===== src/rtl/serial_pkg.sv =====
// Shared constants, TX state encoding and timeout sizing for the serial work sender.
package serial_pkg;

  localparam int WORK_BYTES  = 64;
  localparam int NONCE_BYTES = 4;

  typedef enum logic [1:0] {
    TX_IDLE,
    TX_SEND,
    TX_WAIT_HI,
    TX_WAIT_LO
  } tx_state_t;

  // One UART byte is 10 bit times (start, 8 data, stop).
  function automatic int unsigned rx_timeout_cycles(input int unsigned clock_hz,
                                                    input int unsigned baud,
                                                    input int unsigned bytes);
    return (clock_hz / baud) * 10 * bytes;
  endfunction

endpackage


===== src/rtl/nonce_assembler.sv =====
// Packs four received UART bytes (first byte -> [31:24]) into a nonce; nonce_valid one cycle after the 4th byte.
// Never blocks the receiver; SERIAL_RX_TIMEOUT_EN drops a partial nonce after an idle gap.
module nonce_assembler
  import serial_pkg::*;
#(
  parameter int unsigned TIMEOUT_CYCLES = 17360
) (
  input  logic        clk,
  input  logic        rst_n,
  input  logic        rx_ready,
  input  logic [7:0]  rx_byte,
  output logic        nonce_valid,
  output logic [31:0] nonce
);

  logic [23:0] nonce_sr;
  logic [1:0]  rx_cnt;
  logic        rx_expire;

`ifdef SERIAL_RX_TIMEOUT_EN
  logic [31:0] gap_timer;

  // Timer only runs while a nonce is partially assembled.
  always_ff @(posedge clk or negedge rst_n) begin
    if (!rst_n) begin
      gap_timer <= '0;
    end else if (rx_ready || rx_expire || rx_cnt == 2'd0) begin
      gap_timer <= '0;
    end else begin
      gap_timer <= gap_timer + 32'd1;
    end
  end

  assign rx_expire = (rx_cnt != 2'd0) && (gap_timer == TIMEOUT_CYCLES - 1);
`else
  assign rx_expire = 1'b0;
`endif

  always_ff @(posedge clk or negedge rst_n) begin
    if (!rst_n) begin
      nonce_sr    <= '0;
      rx_cnt      <= '0;
      nonce       <= '0;
      nonce_valid <= 1'b0;
    end else begin
      nonce_valid <= 1'b0;
      if (rx_expire) begin
        // A byte landing on the expiry cycle starts a fresh nonce.
        nonce_sr <= rx_ready ? {16'h0, rx_byte} : 24'h0;
        rx_cnt   <= rx_ready ? 2'd1 : 2'd0;
      end else if (rx_ready) begin
        nonce_sr <= {nonce_sr[15:0], rx_byte};
        rx_cnt   <= rx_cnt + 2'd1;
        if (rx_cnt == 2'(NONCE_BYTES - 1)) begin
          nonce       <= {nonce_sr, rx_byte};
          nonce_valid <= 1'b1;
        end
      end
    end
  end

endmodule


===== src/rtl/serial_work_sender.sv =====
// Frames a 512-bit work unit {midstate,data2} MSB-first into 64 UART bytes and assembles 4-byte nonce replies.
// TX start strobe one cycle after SEND sees the UART idle; work is refused while a frame is in flight; RX never stalls.
// Optional RX inter-byte timeout enabled by defining SERIAL_RX_TIMEOUT_EN.
module serial_work_sender
  import serial_pkg::*;
#(
  parameter int unsigned CLOCK         = 25000000,
  parameter int unsigned BAUD          = 57600,
  parameter int unsigned TIMEOUT_BYTES = 4
) (
  input  logic         clk,
  input  logic         rst_n,
  input  logic         work_valid,
  output logic         work_ready,
  input  logic [255:0] midstate,
  input  logic [255:0] data2,
  output logic         uart_tx_start,
  output logic [7:0]   uart_tx_byte,
  input  logic         uart_tx_busy,
  input  logic         uart_rx_ready,
  input  logic [7:0]   uart_rx_byte,
  output logic         nonce_valid,
  output logic [31:0]  nonce,
  output logic         tx_busy
);

  localparam int unsigned RX_TIMEOUT_CYCLES = rx_timeout_cycles(CLOCK, BAUD, TIMEOUT_BYTES);

  tx_state_t    state_q, state_d;
  logic [511:0] shift_q;
  logic [6:0]   byte_cnt_q;
  logic         accept;
  logic         send;

  always_comb begin
    state_d = state_q;
    accept  = 1'b0;
    send    = 1'b0;
    case (state_q)
      TX_IDLE: begin
        if (work_valid) begin
          accept  = 1'b1;
          state_d = TX_SEND;
        end
      end
      TX_SEND: begin
        if (!uart_tx_busy) begin
          send    = 1'b1;
          state_d = TX_WAIT_HI;
        end
      end
      TX_WAIT_HI: begin
        if (uart_tx_busy) state_d = TX_WAIT_LO;
      end
      TX_WAIT_LO: begin
        if (!uart_tx_busy) begin
          state_d = (byte_cnt_q == 7'(WORK_BYTES)) ? TX_IDLE : TX_SEND;
        end
      end
      default: state_d = TX_IDLE;
    endcase
  end

  assign work_ready = (state_q == TX_IDLE);
  assign tx_busy    = !work_ready;

  always_ff @(posedge clk or negedge rst_n) begin
    if (!rst_n) begin
      state_q       <= TX_IDLE;
      shift_q       <= '0;
      byte_cnt_q    <= '0;
      uart_tx_start <= 1'b0;
      uart_tx_byte  <= '0;
    end else begin
      state_q       <= state_d;
      uart_tx_start <= send;
      if (accept) begin
        shift_q    <= {midstate, data2};
        byte_cnt_q <= '0;
      end else if (send) begin
        uart_tx_byte <= shift_q[511:504];
        shift_q      <= {shift_q[503:0], 8'h00};
        byte_cnt_q   <= byte_cnt_q + 7'd1;
      end
    end
  end

  nonce_assembler #(
    .TIMEOUT_CYCLES (RX_TIMEOUT_CYCLES)
  ) u_nonce_assembler (
    .clk         (clk),
    .rst_n       (rst_n),
    .rx_ready    (uart_rx_ready),
    .rx_byte     (uart_rx_byte),
    .nonce_valid (nonce_valid),
    .nonce       (nonce)
  );

endmodule


===== config.mk =====
export PLATFORM = sky130hd
export DESIGN_NAME = serial_work_sender
export DESIGN_NICKNAME = d
export VERILOG_FILES = /design/src/rtl/serial_pkg.sv /design/src/rtl/nonce_assembler.sv /design/src/rtl/serial_work_sender.sv
export SDC_FILE = /design/constraint.sdc
export NUM_CORES = 1
export LEC_CHECK = 0
export CORE_MARGIN = 8
export CORE_UTILIZATION = 42
export DETAILED_ROUTE_END_ITERATION = 10
export PLACE_DENSITY = 0.68
export SLEW_MARGIN = 10
export SYNTH_ARGS = -nofsm -noshare
export SYNTH_HDL_FRONTEND = slang
export SYNTH_SLANG_ARGS = --single-unit
export TNS_END_PERCENT = 20

===== constraint.sdc =====
create_clock -name clk -period 1.9 [get_ports clk]
set_input_delay 0.57 -clock clk [delete_from_list [all_inputs] [get_ports clk]]
set_output_delay 0.57 -clock clk [all_outputs]
set_load 0.02 [all_outputs]

=== After elaboration in Yosys (flattened, before gate mapping) ===
Cells that the tools add are included.

* Flip-flop bits (word level): 589
* Output and inout port bits: 44

* Add/sub/neg operators: 2
* Eq/ne operators: 9
* Muxes and demuxes: 16
* Bitwise operators: 1
* Reduce and logical (&&, ||, !) cells: 6

{| class="wikitable"
|+ Operators by type and width
! operator !! number
|-
| 2-to-1 mux 512 bit || 2
|-
| 2-to-1 mux 7 bit || 2
|-
| 2-to-1 mux 2 bit || 4
|-
| inequality test 2 bit (second input constant) || 4
|-
| one-hot mux 2 bit (4 select lines) || 1
|-
| adder 7 x 1 -> 7 bit (second input constant) || 1
|-
| equality test 7 bit (second input constant) || 1
|-
| 2-to-1 mux 1 bit || 7
|-
| equality test 2 bit (second input constant) || 3
|-
| AND reduction 2 bit || 2
|-
| AND reduction 4 bit || 1
|-
| adder 2 x 1 -> 2 bit (second input constant) || 1
|-
| equality test 2 x 1 -> 1 bit (second input constant) || 1
|-
| zero test 2 bit || 1
|-
| nonzero test 2 bit || 1
|-
| zero test 1 bit || 1
|-
| inverter 1 bit || 1
|}

=== Longest topological paths before layout ===
* Depth after elaboration: 4
* Depth in mapped cells: 8
* Mapped depth without buffers: 6

=== Hierarchy ===
A second synthesis with hierarchy kept.

* Cell total of the unflattened synthesis: 2463
* Area total of the unflattened synthesis: 27670.3 um2

{| class="wikitable"
|+ Modules (own cells, without submodules)
! module !! instances !! cells an instance !! area each (um2)
|-
| serial_work_sender || 1 || 2337 || 25346.8
|-
| nonce_assembler || 1 || 126 || 2323.5
|}

=== Worst setup path before layout ===
OpenSTA, ideal clock, no wires.

* Path type: reg-to-reg
* Start point: reg state_q[0]
* End point: reg shift_q[21]
* Setup time: 0.132 ns
* Data arrival time: 1.747 ns
* Required time: 1.768 ns
* Setup slack: 0.020 ns
* Cell stages (with the launch flop): 9
* Buffers on the path: 3
* Cell sequence: dfrtp_1 > inv_1 > ha_1 > and2_4 > buf_8 > buf_8 > buf_6 > mux2i_1 > o21ai_1

* Longest elaborated chain between the ends: 3
* Elaborated cells on any way between the ends: 6

{| class="wikitable"
|+ RTL lines
! what !! RTL line !! text
|-
| start: declaration || serial_work_sender.sv:29 || <nowiki>tx_state_t state_q, state_d;</nowiki>
|-
| start signal: assignment || serial_work_sender.sv:75 || <nowiki>state_q <= state_d;</nowiki>
|-
| zero test 2 bit (*) || - ||
|-
| net work_ready || serial_work_sender.sv:14 || <nowiki>output logic work_ready,</nowiki>
|-
| 2-to-1 mux 1 bit (*) || serial_work_sender.sv:39 || <nowiki>case (state_q)</nowiki>
|-
| 2-to-1 mux 512 bit / nonzero test 2 bit (equally long branches) || - ||
|-
| end signal: assignment || serial_work_sender.sv:78 || <nowiki>shift_q <= {midstate, data2};</nowiki>
|-
| end signal: assignment || serial_work_sender.sv:82 || <nowiki>shift_q <= {shift_q[503:0], 8'h00};</nowiki>
|-
| end: declaration || serial_work_sender.sv:30 || <nowiki>logic [511:0] shift_q;</nowiki>
|}

The timed path passes the listed nets; every way through them passes the cells marked *.
A chain may end at the register's enable or synchronous reset.

=== Worst setup path in the final report ===
* Start point: reg state_q[1]
* End point: out work_ready

* Longest elaborated chain between the ends: 1

{| class="wikitable"
|+ RTL lines
! what !! RTL line !! text
|-
| zero test 2 bit || serial_work_sender.sv:64 || <nowiki>assign work_ready = (state_q == TX_IDLE);</nowiki>
|-
| end: declaration || serial_work_sender.sv:14 ||
|}

No other way between the ends.

==> impl_metrics.xml <==
<?xml version="1.0" encoding="UTF-8"?>
<metrics>
  <group name="sta">
    <metric name="number_of_max_slew_violations_in_the_final_report" unit="">0</metric>
    <metric name="number_of_hold_slack_violations_in_the_final_timing_report" unit="">0</metric>
    <metric name="tightest_slew" unit="ps">354.9</metric>
    <metric name="achievable-frequency" unit="GHz">0.4923</metric>
    <metric name="timing.final.crit_period" unit="ps">2031</metric>
    <metric name="timing.slew.headroom" unit="%">75.67</metric>
    <metric name="period_share" unit="%">106.9</metric>
    <metric name="finalWorstSetupSlack" unit="ps">-131.4</metric>
    <metric name="finClkSkew" unit="ps">26.45</metric>
    <metric name="setup_viol" unit="">5</metric>
    <metric name="setup_repair_after_global_routing_missed_its_margin" unit="">true</metric>
    <metric name="fin_hold_ws" unit="ps">452.6</metric>
  </group>
  <group name="drt">
    <metric name="routed-via-count" unit="">22500</metric>
    <metric name="drt-wirelength-per-cell" unit="um">22.93</metric>
    <metric name="drt-pass1-iter-count" unit="">5</metric>
    <metric name="ant_nets" unit="">0</metric>
    <metric name="viasPerCell" unit="">5.555</metric>
    <metric name="drt_iter0_drc" unit="">2016</metric>
    <metric name="remaining_drc_errors" unit="">0</metric>
    <metric name="wirelength" unit="mm">92.87</metric>
  </group>
  <group name="yosys">
    <metric name="syn-cell-area" unit="sq um">27510</metric>
    <metric name="synth.top_cell.area_share" unit="%">53.57</metric>
    <metric name="netlist_top_cells_area" unit="">sky130_fd_sc_hd__dfrtp_1 (54%), sky130_fd_sc_hd__mux2i_1 (18%), sky130_fd_sc_hd__nand3_1 (9.2%)</metric>
    <metric name="synth_seq_cells" unit="">589</metric>
    <metric name="synthDistinctLibCells" unit="">36</metric>
    <metric name="synth_largest_area_cell" unit="">sky130_fd_sc_hd__dfrtp_1</metric>
    <metric name="post_synthesis_cell_count" unit="">2463</metric>
    <metric name="postSynth.asyncResetShare" unit="%">100.0</metric>
    <metric name="post_synth.cell_area_avg" unit="sq um">11.17</metric>
    <metric name="mappedNetlistNets" unit="">2996</metric>
    <metric name="synth_edf_count" unit="">0</metric>
    <metric name="yosys_warnings" unit="">0</metric>
    <metric name="synth-seq-area-share" unit="%">53.57</metric>
    <metric name="ys_dominant_reg_cell" unit="">sky130_fd_sc_hd__dfrtp_1</metric>
  </group>
  <group name="cells_and_area">
    <metric name="finish.instance_area" unit="sq um">38820</metric>
    <metric name="number_of_filler_cells_placed_in_the_layout" unit="">5251</metric>
    <metric name="syn2layout_area_growth" unit="%">41.10</metric>
    <metric name="nNetsFinal" unit="">3659</metric>
    <metric name="drive_above_1_share" unit="%">15.46</metric>
    <metric name="layout_common_cells" unit="">sky130_fd_sc_hd__dfrtp_1 (589), sky130_fd_sc_hd__clkdlybuf4s50_1 (523), sky130_fd_sc_hd__nand3_1 (505)</metric>
    <metric name="postLayoutCoreUtil" unit="%">59.47</metric>
    <metric name="layout.cells.most_common" unit="">sky130_fd_sc_hd__dfrtp_1</metric>
  </group>
  <group name="pwr">
    <metric name="power.static_leakage" unit="nW">15.70</metric>
    <metric name="power.density" unit="nW/um^2">1371</metric>
    <metric name="sequentialPowerShare" unit="%">36.0</metric>
    <metric name="power.switching" unit="mW">18.79</metric>
    <metric name="worst_ir_drop_vdd" unit="V">0.0009997</metric>
    <metric name="clockPowerShare" unit="%">24.1</metric>
    <metric name="combinationalPowerShare" unit="%">39.9</metric>
    <metric name="internal" unit="mW">34.43</metric>
    <metric name="power" unit="mW">53.22</metric>
    <metric name="power.share.switching" unit="%">35.31</metric>
  </group>
  <group name="cts">
    <metric name="tritoncts_num_sinks" unit="">589</metric>
    <metric name="numCtsBuffers" unit="">66</metric>
    <metric name="clk_latency" unit="ps">590</metric>
    <metric name="cts_tree" unit="">done</metric>
    <metric name="worst_setup_hold_path_clk_slew" unit="ps">60</metric>
    <metric name="cts-root-buf" unit="">sky130_fd_sc_hd__clkbuf_16</metric>
    <metric name="cts_buffer_depth" unit="">3</metric>
    <metric name="cts_htree_levels" unit="">3</metric>
  </group>
  <group name="grt">
    <metric name="global_route.overflow_total" unit="">0</metric>
    <metric name="grt_antenna_before_repair" unit="">12</metric>
    <metric name="global_route.usage.total" unit="%">23.11</metric>
    <metric name="via_count_of_the_first_global_routing_pass" unit="">23540</metric>
    <metric name="grt_first_pass_wirelength" unit="mm">136.0</metric>
    <metric name="maximum_number_of_pins_on_one_net_before_global_route_repair" unit="">56</metric>
  </group>
  <group name="floorplanning">
    <metric name="die_area" unit="sq um">73950</metric>
    <metric name="io_pins" unit="">569</metric>
    <metric name="floorplan.initialDensity" unit="%">42.15</metric>
    <metric name="core_area" unit="sq um">65280</metric>
    <metric name="die_w" unit="um">271.9</metric>
    <metric name="fp-row-count" unit="">94</metric>
    <metric name="die_y" unit="um">271.9</metric>
  </group>
  <group name="worst_setup_path">
    <metric name="criticalPathCategory" unit="">flip-flop to output port</metric>
    <metric name="cp-startpoint" unit="">state_q[1]</metric>
    <metric name="crit_required" unit="ps">1330</metric>
    <metric name="timing.critical_path.to_type" unit="">output port</metric>
    <metric name="worstReg2RegStart" unit="">state_q[1]</metric>
    <metric name="critical_path.startpoint_type" unit="">flip-flop</metric>
    <metric name="timing.critical_path.arrival" unit="ps">1460</metric>
    <metric name="path_max_fanout" unit="">4</metric>
  </group>
  <group name="placed_design">
    <metric name="dp_slack" unit="ps">-468.0</metric>
    <metric name="io_buffers" unit="">568</metric>
    <metric name="place_hpwl" unit="mm">65.41</metric>
    <metric name="placed_cell_area" unit="sq um">35180</metric>
    <metric name="place_congestion" unit="">0.8622</metric>
  </group>
  <group name="run_status">
    <metric name="failing_checks" unit="">negative setup slack</metric>
    <metric name="status" unit="">finished, violations left</metric>
  </group>
  <group name="worst_hold_path">
    <metric name="min_path_type" unit="">primary input to asynchronous set/reset pin</metric>
  </group>
  <group name="run">
    <metric name="reported_max_cap_violation_count" unit="">0</metric>
  </group>
</metrics>
## layer usage
layer  wire length, um  vias to the layer above  global-route usage [%]
li1                  -                    10290                       -
met4              3101                        8                   9.109
met2             45150                      854                   38.07
met5                60                        -                       0
met3              6788                      173                   6.086
met1             37770                    11170                   28.90
## cells in the mapped netlist (all sizes together) (3+ instances only)
library cell and number:
dfrtp 589, o21ai 506, nand3 505, mux2i 504
clkbuf 122, buf 109, mux2 66, nand2 9
a22o 8, ha 8, inv 8, a21oi 5
nor2 4, nand2b 3
## timing repair
action | 4_1_cts | 5_1_grt
buffers inserted | 5 | 15
hold endpoints to repair | 14 | 0
pin swaps | 2 | 7
resized for setup | 110 | 126
hold buffers | 1 | 0
setup endpoints to repair | 537 | 448
cloned | 5 | 25
## path summary, 6_finish.rpt
| check | cells after the start | end | slack [ps] |
|---|---|---|---|
| min reg2reg | 2 | shift_q[15] | 500 |
| min | 2 | shift_q[67] | 450 |
| max reg2reg | 8 | shift_q[218] | -40 |
| max | 4 | work_ready | -130 |
| min in group clk | 2 | shift_q[15] | 500 |
| max in group asynchronous | 4 | shift_q[337] | 670 |
## stage by stage
| stage | setup TNS (ps) | instances |
|---|---|---|
| after floorplan | 0 | 2463 |
| after global routing | -10110 | 4042 |
| final | -357.3 | 4050 |
| after CTS | -353.4 | 4000 |
| after detailed placement | -186610 | 3871 |
| after global placement | -170610 | 3871 |
## cells by family after synthesis
family | after synthesis | synth area share, %
xor gates and xnor gates | 3 | 0.09552
DFF | 589 | 53.57
buffers and inverters | 239 | 5.453
AOI/OAI and AO/OA | 524 | 9.701
and+or+nand+nor | 530 | 9.774
adders and majority gates | 8 | 0.3638
muxes | 570 | 21.04
## power by group through the flow
stage / Sequential (mW) / Combinational [mW] / Clock (mW)
3_5_place_dp: 19.2 / 19.0 / 0
4_1_cts: 19.1 / 19.3 / 13.1
3_3_place_gp: 19.1 / 18.3 / 0
6_report: 19.2 / 21.2 / 12.8
2_1_floorplan: 18.8 / 12.0 / 0
5_1_grt: 19.5 / 23.1 / 13.6
## worst max-delay path, stage by stage (launching register included)
cell,delay (ps)
sky130_fd_sc_hd__dfrtp_1,400
sky130_fd_sc_hd__inv_2,90
sky130_fd_sc_hd__ha_4,180
sky130_fd_sc_hd__buf_6,110
sky130_fd_sc_hd__buf_6,100
## registers in the layout, indices dropped and copies added, names as in the netlist
signal / count
shift_q: 512
u_nonce_assembler.nonce_sr: 24
byte_cnt_q: 7
uart_tx_byte: 8
u_nonce_assembler.nonce: 32
state_q: 2
uart_tx_start: 1
u_nonce_assembler.rx_cnt: 2
u_nonce_assembler.nonce_valid: 1
## final cells by class
class | instances | area [sq um] | share of cell area (%)
Tap cell | 864 | 1081 | 2.785
Inverter | 8 | 30.03 | 0.07736
Timing Repair Buffer | 826 | 9306 | 23.97
Antenna cell | 10 | 25.02 | 0.06446
Clock inverter | 23 | 235.2 | 0.6060
Clock buffer | 95 | 1933 | 4.980
Sequential cell | 589 | 14740 | 37.97
Multi-Input combinational cell | 1635 | 11470 | 29.54
Power figures use the tool's default switching activity.
